===== src/rtl/shade_scheduler.sv =====
// shade_scheduler
//   Arbitrates per-pixel shading requests from N_REQ ray-march cores onto one
//   shared combinational shading unit and returns RGB888 results on a
//   valid/ready port.
//
//   state | meaning
//   IDLE  | no work in flight, may accept a request
//   SHADE | operands latched, capture the shading result this cycle
//   HOLD  | result presented, waiting for out_ready (may accept on release)
//
// Ports
//   clk, rst                   clock, synchronous active-high reset
//   req_valid/ready/hit/tag    per-requester handshake, hit flag, pixel tag
//   req_nx/ny/nz               flattened per-requester surface normals (Q8.24)
//   cfg_we, cfg_lx/ly/lz       light-direction write port
//   sh_nx..sh_lz, sh_shade     operands to / result from the shading unit
//   out_valid/ready/pixel/tag/src  result port to the framebuffer writer
//   hit_count                  number of completed hit pixels (wrapping)
module shade_scheduler #(
  parameter int                  DATA_WIDTH = 32,
  parameter int                  OUT_WIDTH  = 24,
  parameter int                  N_REQ      = 2,
  parameter int                  TAG_WIDTH  = 20,
  parameter logic [OUT_WIDTH-1:0] BG_COLOR  = 24'h000000,
  localparam int                 SRC_W      = (N_REQ > 1) ? $clog2(N_REQ) : 1
) (
  input  logic                        clk,
  input  logic                        rst,
  input  logic [N_REQ-1:0]            req_valid,
  output logic [N_REQ-1:0]            req_ready,
  input  logic [N_REQ-1:0]            req_hit,
  input  logic [N_REQ*DATA_WIDTH-1:0] req_nx,
  input  logic [N_REQ*DATA_WIDTH-1:0] req_ny,
  input  logic [N_REQ*DATA_WIDTH-1:0] req_nz,
  input  logic [N_REQ*TAG_WIDTH-1:0]  req_tag,
  input  logic                        cfg_we,
  input  logic [DATA_WIDTH-1:0]       cfg_lx,
  input  logic [DATA_WIDTH-1:0]       cfg_ly,
  input  logic [DATA_WIDTH-1:0]       cfg_lz,
  output logic [DATA_WIDTH-1:0]       sh_nx,
  output logic [DATA_WIDTH-1:0]       sh_ny,
  output logic [DATA_WIDTH-1:0]       sh_nz,
  output logic [DATA_WIDTH-1:0]       sh_lx,
  output logic [DATA_WIDTH-1:0]       sh_ly,
  output logic [DATA_WIDTH-1:0]       sh_lz,
  input  logic [OUT_WIDTH-1:0]        sh_shade,
  output logic                        out_valid,
  input  logic                        out_ready,
  output logic [OUT_WIDTH-1:0]        out_pixel,
  output logic [TAG_WIDTH-1:0]        out_tag,
  output logic [SRC_W-1:0]            out_src,
  output logic [15:0]                 hit_count
);

  localparam logic [DATA_WIDTH-1:0] ONE = DATA_WIDTH'(1) << 24;

  typedef enum logic [1:0] {IDLE, SHADE, HOLD} state_t;

  state_t                state;
  logic [SRC_W-1:0]      last_grant;
  logic [SRC_W-1:0]      grant_idx;
  logic                  grant_found;
  logic                  can_accept;
  logic                  accept;
  int                    rr_idx;
  logic                  hit_q;
  logic [TAG_WIDTH-1:0]  tag_q;
  logic [SRC_W-1:0]      src_q;
  logic                  out_hit;
  logic [DATA_WIDTH-1:0] light_x, light_y, light_z;

  // Round-robin: scan starting one past the last accepted requester.
  always_comb begin
    grant_found = 1'b0;
    grant_idx   = last_grant;
    rr_idx      = 0;
    for (int k = 1; k <= N_REQ; k++) begin
      rr_idx = (int'(last_grant) + k) % N_REQ;
      if (!grant_found && req_valid[rr_idx[SRC_W-1:0]]) begin
        grant_found = 1'b1;
        grant_idx   = rr_idx[SRC_W-1:0];
      end
    end
  end

  // A new request can enter while the previous result leaves on out_ready.
  assign can_accept = !rst && ((state == IDLE) || ((state == HOLD) && out_ready));
  assign accept     = can_accept && grant_found;

  always_comb begin
    req_ready = '0;
    if (accept) req_ready[grant_idx] = 1'b1;
  end

  always_ff @(posedge clk) begin
    if (rst) begin
      state      <= IDLE;
      last_grant <= SRC_W'(N_REQ - 1);
      sh_nx      <= '0;
      sh_ny      <= '0;
      sh_nz      <= '0;
      sh_lx      <= '0;
      sh_ly      <= ONE;
      sh_lz      <= '0;
      light_x    <= '0;
      light_y    <= ONE;
      light_z    <= '0;
      hit_q      <= 1'b0;
      tag_q      <= '0;
      src_q      <= '0;
      out_hit    <= 1'b0;
      out_valid  <= 1'b0;
      out_pixel  <= '0;
      out_tag    <= '0;
      out_src    <= '0;
      hit_count  <= '0;
    end else begin
      if (cfg_we) begin
        light_x <= cfg_lx;
        light_y <= cfg_ly;
        light_z <= cfg_lz;
      end

      // Operands take the light value from before any same-cycle write.
      if (accept) begin
        sh_nx      <= req_nx[grant_idx*DATA_WIDTH +: DATA_WIDTH];
        sh_ny      <= req_ny[grant_idx*DATA_WIDTH +: DATA_WIDTH];
        sh_nz      <= req_nz[grant_idx*DATA_WIDTH +: DATA_WIDTH];
        sh_lx      <= light_x;
        sh_ly      <= light_y;
        sh_lz      <= light_z;
        hit_q      <= req_hit[grant_idx];
        tag_q      <= req_tag[grant_idx*TAG_WIDTH +: TAG_WIDTH];
        src_q      <= grant_idx;
        last_grant <= grant_idx;
      end

      // out_hit is kept apart from hit_q, which a same-cycle accept overwrites.
      if (out_valid && out_ready && out_hit) hit_count <= hit_count + 16'd1;

      case (state)
        IDLE: begin
          if (accept) state <= SHADE;
        end
        SHADE: begin
          out_pixel <= hit_q ? sh_shade : BG_COLOR;
          out_tag   <= tag_q;
          out_src   <= src_q;
          out_hit   <= hit_q;
          out_valid <= 1'b1;
          state     <= HOLD;
        end
        HOLD: begin
          if (out_ready) begin
            out_valid <= 1'b0;
            state     <= accept ? SHADE : IDLE;
          end
        end
        default: state <= IDLE;
      endcase
    end
  end

endmodule


===== config.mk =====
export PLATFORM = sky130hd
export DESIGN_NAME = shade_scheduler
export DESIGN_NICKNAME = d
export VERILOG_FILES = /design/src/rtl/shade_scheduler.sv
export SDC_FILE = /design/constraint.sdc
export NUM_CORES = 1
export LEC_CHECK = 0
export ABC_AREA = 1
export BUFFER_PORTS_ARGS = -buffer_cell sky130_fd_sc_hd__buf_2
export CORE_AREA = 2 2 241 243
export CTS_CLUSTER_DIAMETER = 60
export CTS_CLUSTER_SIZE = 28
export DETAILED_ROUTE_END_ITERATION = 7
export DIE_AREA = 0 0 243 245
export GPL_TIMING_DRIVEN = 1
export PLACE_DENSITY = 0.44
export SLEW_MARGIN = 0
export SYNTH_ARGS = -nofsm -noshare
export SYNTH_HDL_FRONTEND = slang
export SYNTH_SLANG_ARGS = --single-unit
export TNS_END_PERCENT = 1

===== constraint.sdc =====
create_clock -name clk -period 3.48 [get_ports clk]
set_clock_uncertainty 0.15 [all_clocks]
set_input_delay 0.87 -clock clk [delete_from_list [all_inputs] [get_ports clk]]
set_output_delay 0.87 -clock clk [all_outputs]
set_load 0.1 [all_outputs]

==> impl_metrics.ini, run 1 <==
[place]
port-buffer-count = 615
gp_congestion = 0.832
hpwl_mm = 38.6

[layout]
area_growth_pct = 34.6
final_nets = 2956
layout-drive-gt1-share = 0.272

[timing]
rsz0062_at_grt = no
finalSetupViolCount = 0
hold_viol_final = 0
fin_crit_ps = 3080
timing.fmax_mhz = 324
fin_tns_setup_ps = 0
drv_slew = 0
fin_crit_sh = 0.886
relSlewSlack = 0.226
whs_ps = 306
worst_pin_slew_ps = 1160

[critical_path]
max_stage_delay_ps = 400
start_kind = primary input
cp.arrival_ps = 2060
cp-end-kind = output port
rr_startpoint = state[0]
crit_chain = buf_2 -> nor2_1 -> nor3_4 -> nand2_1 -> inv_2 -> buf_12
crit_fanout = 5
timing.rr.end = sh_nz[17]
cp.required_ps = 2460
cp_slowest_cell = nor3_4
rrSetupSlack_ps = 1300
endpoint = req_ready[1]
reg2reg_depth = 6
cp-startpoint = req_valid[1]
crit_type = in2out

[drt]
post_drt_wl_per_cell_um = 16.8
drt_iter0_markers = 701
dr.pass1.iters = 4
viasPerCell = 4.46
drc = 0
ant_nets = 0
num_vias = 15100
drt-total-wl_mm = 57.0

[floorplanning]
die-area_mm2 = 0.0595
coreArea_mm2 = 0.0570
num_rows = 88
initial_core_util = 0.258
die_y_um = 245
die_w_um = 243
io_pins = 616

[clocking]
cts_post_setup_buffers_inserted = 0
clkSlewWorstSetupHoldPaths_ps = 60
cts_buffers = 40
cts_tree = yes
postCtsResizedCells = 0
ctsHtreeMaxLevel = 2
clock_latency_ps = 560
clock_tree.root_cell = clkbuf_16
clockBufferDepth = 3
cts.sinks = 376
holdBufCountCts = 0

[synthesis]
synth_fp_nets = 2438
synthCells = 2077
synth_seq_area_share = 0.512
yosysUniqueCellTypes = 24
synth_area_mm2 = 0.0147
yosysWarnings = 0
syn_avg_cell_area_um2 = 7.07
ys_seq_elements = 376

[global_routing]
grt_max_degree = 229
grt_pass1_wl_mm = 84.9
grtUsageTotal = 0.181
overflow = 0
grt_antenna_before_repair = 6
grt_pass1_vias = 14600

[job]
max_cap_violations = 0

[power_and_ir_drop]
ir_drop_uv = 298
p_leak_nw = 9.65
powerDensity_mw_per_mm2 = 627

[worst_hold_path]
hp-class = reg2reg

[status]
status = complete, no violations
==> Yosys cell counts <==
library cell / count / area, µm²
nor2_1: 453 / 1700
xnor2_1: 1 / 8.76
nor3_2: 1 / 10.0
inv_1: 18 / 67.6
inv_2: 7 / 26.3
and3_1: 1 / 6.26
buf_4: 11 / 82.6
o211ai_1: 1 / 7.51
ha_1: 1 / 12.5
a21oi_1: 148 / 741
nand3_1: 125 / 626
o21ai_0: 207 / 1040
buf_2: 49 / 245
nand4_1: 4 / 25.0
dfxtp_1: 376 / 7530
nand2_1: 561 / 2110
o21ai_1: 11 / 55.1
a31oi_1: 2 / 12.5
o32ai_1: 1 / 8.76
clkbuf_1: 86 / 323
xor2_1: 1 / 8.76
buf_1: 8 / 30.0
nor3_1: 3 / 15.0
o21bai_1: 1 / 7.51
==> through the flow <==
stage                      util  cells  total power, mW  area [µm²]  setup slack, ps
after floorplan               -   2077             7.09       14700              121
after global placement    0.321   3318             7.86       18300              411
after detailed placement  0.321   3318             7.88       18300              392
after CTS                 0.346   3392             12.6       19800              387
after global routing      0.347   3394             12.9       19800              330
final                     0.347   3395             12.4       19800              398
==> layer usage <==
layer / up-vias / global-route usage / share of wire
met5: - / 0 / 0.00075
met4: 6 / 0.0608 / 0.028
met3: 83 / 0.0516 / 0.070
met2: 435 / 0.301 / 0.46
met1: 6930 / 0.226 / 0.44
li1: 7691 / - / -
==> cell families after synthesis <==
kind of cell / after synthesis / share of synthesized area
flip-flops: 376 / 0.512
adder cells (fa/ha/maj): 1 / 0.000852
buffers and inverters: 179 / 0.0527
AND/OR/NAND/NOR: 1148 / 0.306
XOR/XNOR: 2 / 0.00119
AO/OA/AOI/OAI: 371 / 0.127
==> how the worst min path moves through the flow <==
stage,startpoint,endpoint,slack (ps),cells after the start
after detailed placement,light_y[24],light_y[24],300,2
after CTS,sh_nz[15],sh_nz[15],310,2
after floorplan,light_y[24],light_y[24],280,2
after global routing,sh_ny[13],sh_ny[13],320,2
final,sh_nz[15],sh_nz[15],310,2
after global placement,light_y[24],light_y[24],290,2
==> critical path: cells and delay by family <==
kind | cells | cell delay (ps)
simple gates | 3 | 740
buf+inv | 3 | 440
==> report_power, final <==
| group | switching [mW] | total, mW | internal [mW] | leakage (nW) |
|---|---|---|---|---|
| registers | 0.142 | 4.75 | 4.60 | 3.09 |
| logic | 2.42 | 3.01 | 0.591 | 5.88 |
| clock network | 2.02 | 4.63 | 2.61 | 0.686 |
| total | 4.59 | 12.4 | 7.80 | 9.65 |
==> layout make-up <==
class | instances | area [µm²]
fillers | 6294 | 37300
flip-flops and latches | 376 | 7530
multi-input cells | 1522 | 6420
repair buffers | 630 | 3310
clock buffers | 48 | 1110
well taps | 765 | 957
clock inverters | 26 | 324
inverters | 25 | 104
diodes | 3 | 7.51
==> flip-flops by register name (all words and copies together), names as in the netlist <==
| name | flops |
|---|---|
| light_y | 32 |
| light_x | 32 |
| sh_lz | 32 |
| sh_ny | 32 |
| sh_lx | 32 |
| out_tag | 20 |
| out_pixel | 24 |
| out_hit | 1 |
| light_z | 32 |
| tag_q | 20 |
| sh_nx | 32 |
| out_valid | 1 |
| hit_count | 16 |
| sh_ly | 32 |
| sh_nz | 32 |
| hit_q | 1 |
| last_grant | 1 |
| state | 2 |
| src_q | 1 |
| out_src | 1 |
==> placed cells by master (no fill, tap or decap), types with 8 or more instances in the layout <==
| cell type | n |
|---|---|
| a21oi_1 | 148 |
| buf_12 | 9 |
| buf_2 | 612 |
| buf_4 | 8 |
| clkbuf_16 | 42 |
| dfxtp_1 | 376 |
| inv_1 | 18 |
| nand2_1 | 558 |
| nand3_1 | 125 |
| nor2_1 | 452 |
| o21ai_0 | 207 |
| o21ai_1 | 11 |
(Power assumes the default switching activity.)
==> run 2: changes to the inputs <==
- ABC_AREA: 1 -> 0
- CORE_AREA: 2 2 241 243 -> 2 2 240 242
- DIE_AREA: 0 0 243 245 -> 0 0 242 244
==> run 2 against run 1 <==
Core utilization up 0.055 points; maximum frequency down 2.0%; area after synthesis down 1.0%; critical path depth up 1; clock power down 10%; sequential power down 1%; cell area down 1.4%; register-to-register slack worse by 430 ps; critical endpoint unchanged; largest cell class unchanged.
==> impl_metrics.ini, run 2 <==
[drt]
ant_nets = 0
post_drt_wl_per_cell_um = 17.4
viasPerCell = 4.40
dr.pass1.iters = 4
drc = 0
num_vias = 12700
drt_iter0_markers = 467
drt-total-wl_mm = 50.2

[timing]
whs_ps = 290
fin_crit_sh = 0.903
finalSetupViolCount = 0
relSlewSlack = 0.254
worst_pin_slew_ps = 1120
rsz0062_at_grt = no
drv_slew = 0
fin_crit_ps = 3140
hold_viol_final = 0
timing.fmax_mhz = 318

[synthesis]
netlist.top_cell.by_area = dfxtp_1
async_flop_share = 0
synth_fp_nets = 1920
synth_edf_count = 0
yosys.area.top_type_share = 0.518
yosysUniqueCellTypes = 33
synthTopCellsByCount = dfxtp_1, nand2_1, nor2_1
synth_seq_area_share = 0.518
yosysWarnings = 0
ys_seq_elements = 376
syn_avg_cell_area_um2 = 9.32
yosys-top-cells-area = dfxtp_1, mux2i_1, nand2_1
synth_ff_type = dfxtp_1
synth_area_mm2 = 0.0145
synthCells = 1559
yosysMostFrequentCell = dfxtp_1

[critical_path]
crit_fanout = 6
crit_type = in2out
start_kind = primary input
max_stage_delay_ps = 530
cp-end-kind = output port
crit_chain = buf_2 -> nor2b_1 -> or4_4 -> clkinv_8 -> nand2b_1 -> clkinvlp_4 -> buf_12
cp_slowest_cell = or4_4
cp.required_ps = 2460
cp.arrival_ps = 2120

[clocking]
cts_post_setup_buffers_inserted = 0
cts.sinks = 376
clockBufferDepth = 3
clkSlewWorstSetupHoldPaths_ps = 80
holdBufCountCts = 0
clock_latency_ps = 540
ctsHtreeMaxLevel = 2
cts_buffers = 34
postCtsResizedCells = 0
cts_tree = yes
clock_tree.root_cell = clkbuf_16

[global_routing]
grt_pass1_vias = 12500
use_met2 = 0.276
busiest_layer = met2
grt_antenna_before_repair = 14
grt_max_degree = 167
grtUsageTotal = 0.162
grt_pass1_wl_mm = 74.4
overflow = 0
grtUsageMet3 = 0.0548
grt_use_met1 = 0.188

[power_and_ir_drop]
ir_drop_uv = 337
powerDensity_mw_per_mm2 = 582
fin_total_pwr_mw = 11.4
p_leak_nw = 8.80

[layout]
area_growth_pct = 34.1
final_util = 0.347
final_nets = 2462
layout_common_cells = buf_2, dfxtp_1, nand2_1, nor2_1, mux2i_1
fillCellCount = 5979
layout_commonest_cell = buf_2
layout-drive-gt1-share = 0.355

[floorplanning]
die_y_um = 244
initial_core_util = 0.259
coreArea_mm2 = 0.0562
num_rows = 87
die-area_mm2 = 0.0590
io_pins = 616
die_w_um = 242

[place]
hpwl_mm = 36.7
port-buffer-count = 615
gp_congestion = 0.870

[worst_hold_path]
hp-class = reg2reg

[job]
max_cap_violations = 0

[status]
status = complete, no violations
run 2: cell count changes after synthesis, sizes merged, moves of 97 or more:
| cell | previous run | this run |
|---|---|---|
| nand2 | 561 | 269 |
| nor2 | 453 | 226 |
| mux2i | 0 | 212 |
| o21ai | 218 | 6 |
| a211oi | 0 | 118 |
| nand3 | 125 | 28 |
run 2: worst paths after layout:
kind,depth (start not counted),slack [ps],to,from
max,7,340,req_ready[1],out_ready
min,2,290,sh_lx[25],light_x[25]
min reg2reg,2,290,sh_lx[25],light_x[25]
max reg2reg,6,870,sh_nx[16],state[1]
run 2: logic make-up (layout without fill, tap and decap cells):
| family | Yosys count | count (layout) | synth area share |
|---|---|---|---|
| AND/OR/NAND/NOR | 553 | 553 | 0.151 |
| other | 0 | 9 | 0 |
| buffers and inverters | 132 | 699 | 0.0437 |
| adder cells (fa/ha/maj) | 1 | 1 | 0.000861 |
| AO/OA/AOI/OAI | 274 | 274 | 0.134 |
| XOR/XNOR | 11 | 11 | 0.00663 |
| multiplexers | 212 | 212 | 0.146 |
| flip-flops | 376 | 376 | 0.518 |
run 2: layout make-up:
class	count	area (µm²)	area share
inverters	5	35.0	0.00180
clock buffers	38	907	0.0465
diodes	9	22.5	0.00116
repair buffers	633	3330	0.171
flip-flops and latches	376	7530	0.386
multi-input cells	1051	6400	0.328
well taps	756	946	0.0485
clock inverters	23	328	0.0168
run 2: worst max-delay path, delay by kind of cell:
family / cells / cell delay, ps
AND/OR/NAND/NOR: 3 / 730
buffers and inverters: 4 / 520
run 2: per-layer routing:
metal	wire length, µm	vias to the layer above	part of all wire
li1	-	6396	-
met1	20700	5888	0.41
met2	24000	335	0.48
met3	3860	89	0.077
met4	1500	12	0.030
met5	78	-	0.0016
run 2: power breakdown:
part / leakage, nW / internal, mW / total [mW] / switching (mW)
combinational: 5.12 / 0.610 / 2.52 / 1.91
clock: 0.601 / 2.28 / 4.16 / 1.88
sequential: 3.08 / 4.55 / 4.68 / 0.132
run 2: through the flow:
step	instance area (µm²)	setup WS (ps)	setup TNS, ps	std cells
6_report	19500	336	0	2891
5_1_grt	19500	288	0	2890
4_1_cts	19500	341	0	2882
3_5_place_dp	18200	288	0	2821
3_3_place_gp	18200	368	0	2821
2_1_floorplan	14500	-81.8	-81.8	1559
==> run 3: changes to the inputs <==
--- a/config.mk
+++ b/config.mk
@@ -15,4 +15,5 @@
 export GPL_TIMING_DRIVEN = 1
 export PLACE_DENSITY = 0.44
+export RECOVER_POWER = 25
 export SLEW_MARGIN = 0
 export SYNTH_ARGS = -nofsm -noshare
==> constraint.sdc (replaced) <==
create_clock -name clk -period 3.48 [get_ports clk]
set_clock_uncertainty 0.15 [all_clocks]
set_input_delay 0.174 -clock clk [delete_from_list [all_inputs] [get_ports clk]]
set_output_delay 0.174 -clock clk [all_outputs]
set_load 0.1 [all_outputs]
==> run 3 against run 2 <==
Power up 2.6%; first-iteration DRC count up 19%; sequential power about the same; the flow now finishes with violations (capacitance limit, slew limit); cell area up 18%; die area unchanged; highest routed layer is now met4; core utilization up 6.1 points.
==> impl_metrics.ini, run 3 (synthesized netlist as in run 2, its figures left out) <==
[floorplanning]
initial_core_util = 0.259
die-area_mm2 = 0.0590
die_y_um = 244
num_rows = 87
io_pins = 616
coreArea_mm2 = 0.0562
die_w_um = 242

[clocking]
clockBufferDepth = 3
cts.sinks = 376
clkSlewWorstSetupHoldPaths_ps = 60
cts_post_setup_buffers_inserted = 0
ctsHtreeMaxLevel = 2
cts_tree = yes
clock_tree.root_cell = clkbuf_16
cts_buffers = 36
clock_latency_ps = 550

[layout]
layout_commonest_cell = buf_2
layout_common_cells = buf_2, dfxtp_1, dlygate4sd3_1, nand2_1, nor2_1
final_nets = 2822
layout-drive-gt1-share = 0.282
area_growth_pct = 57.7

[timing]
fin_crit_sh = 0.847
fin_tns_setup_ps = 0
timing.fmax_mhz = 339
drv_slew = 365
worst_pin_slew_ps = 2400
setup_ws_ps = 534
rsz0062_at_grt = no
finalSetupViolCount = 0
fin_crit_ps = 2950
relSlewSlack = -0.600
hold_viol_final = 0

[global_routing]
grt_pass1_vias = 14600
grt_max_degree = 201
grt_pass1_wl_mm = 82.9
grt_antenna_before_repair = 4
grtUsageTotal = 0.175
overflow = 0

[place]
hpwl_mm = 37.4
port-buffer-count = 615
gp_congestion = 0.852
dpl_worst_slack_ps = 923

[critical_path]
cp.arrival_ps = 3110
cp.required_ps = 3640
crit_type = reg2reg
cp-end-kind = register
crit_fanout = 23
start_kind = register

[drt]
dr.pass1.iters = 4
drt_iter0_markers = 556
drc = 0
post_drt_wl_per_cell_um = 16.5
ant_nets = 0
drt-total-wl_mm = 53.6
num_vias = 14300
viasPerCell = 4.41

[status]
violations = capacitance limit, slew limit
status = finished, violations left

[job]
max_cap_violations = 2

[power_and_ir_drop]
ir_drop_uv = 374
p_leak_nw = 10.1
powerDensity_mw_per_mm2 = 508

[worst_hold_path]
hp-class = in2reg
==> run 3: power breakdown <==
group	total, mW	internal [mW]	switching (mW)
Combinational	2.95	0.956	1.99
Clock	4.01	2.17	1.84
Sequential	4.69	4.55	0.137
==> run 3: final timing paths <==
check	startpoint	endpoint	slack, ps	depth (start not counted)
setup / recovery	last_grant	tag_q[16]	530	5
hold / removal	req_hit[1]	hit_q	50	3
setup reg to reg	last_grant	tag_q[16]	530	5
hold reg to reg	tag_q[16]	out_tag[16]	300	2
==> run 3: timing repair <==
item / in CTS / in global routing
hold buffers: 354 / 0
endpoints found under the hold margin: 240 / 0
endpoints found under the setup margin: 0 / 0
resized for setup: 0 / 0
==> run 3: stage by stage <==
stage / instance area (µm²) / util / power, mW / cells / hold slack (ps)
3_3_place_gp: 18300 / 0.325 / 7.32 / 2825 / 233
4_1_cts: 23000 / 0.410 / 11.8 / 3244 / 3.22
3_5_place_dp: 18300 / 0.325 / 7.35 / 2825 / 238
2_1_floorplan: 14500 / - / 6.69 / 1559 / 146
6_report: 22900 / 0.408 / 11.6 / 3250 / 46.0
5_1_grt: 22900 / 0.408 / 12.2 / 3248 / 27.2
==> run 3: critical path, cell delays in order (launching register included) <==
cell and delay, ps:
dfxtp_1 350, o21ai_4 850, buf_4 390, mux2i_1 260
dlygate4sd3_1 620, a211oi_2 70
==> run 3: final cells by class <==
type,instances,area [µm²]
clock buffer,48,1010
tap,756,946
multi-input combinational,1051,6400
fill,5722,33200
antenna,6,15.0
sequential,376,7530
timing repair buffer,991,6820
clock inverter,17,183
inverter,5,31.3
==> run 3: per-layer routing <==
layer | wire (µm) | GRT usage | up-vias
met3 | 3850 | 0.0540 | 93
met5 | 0 | 0 | -
met1 | 22500 | 0.210 | 6756
met2 | 25700 | 0.298 | 368
met4 | 1550 | 0.0595 | 0
li1 | - | - | 7126
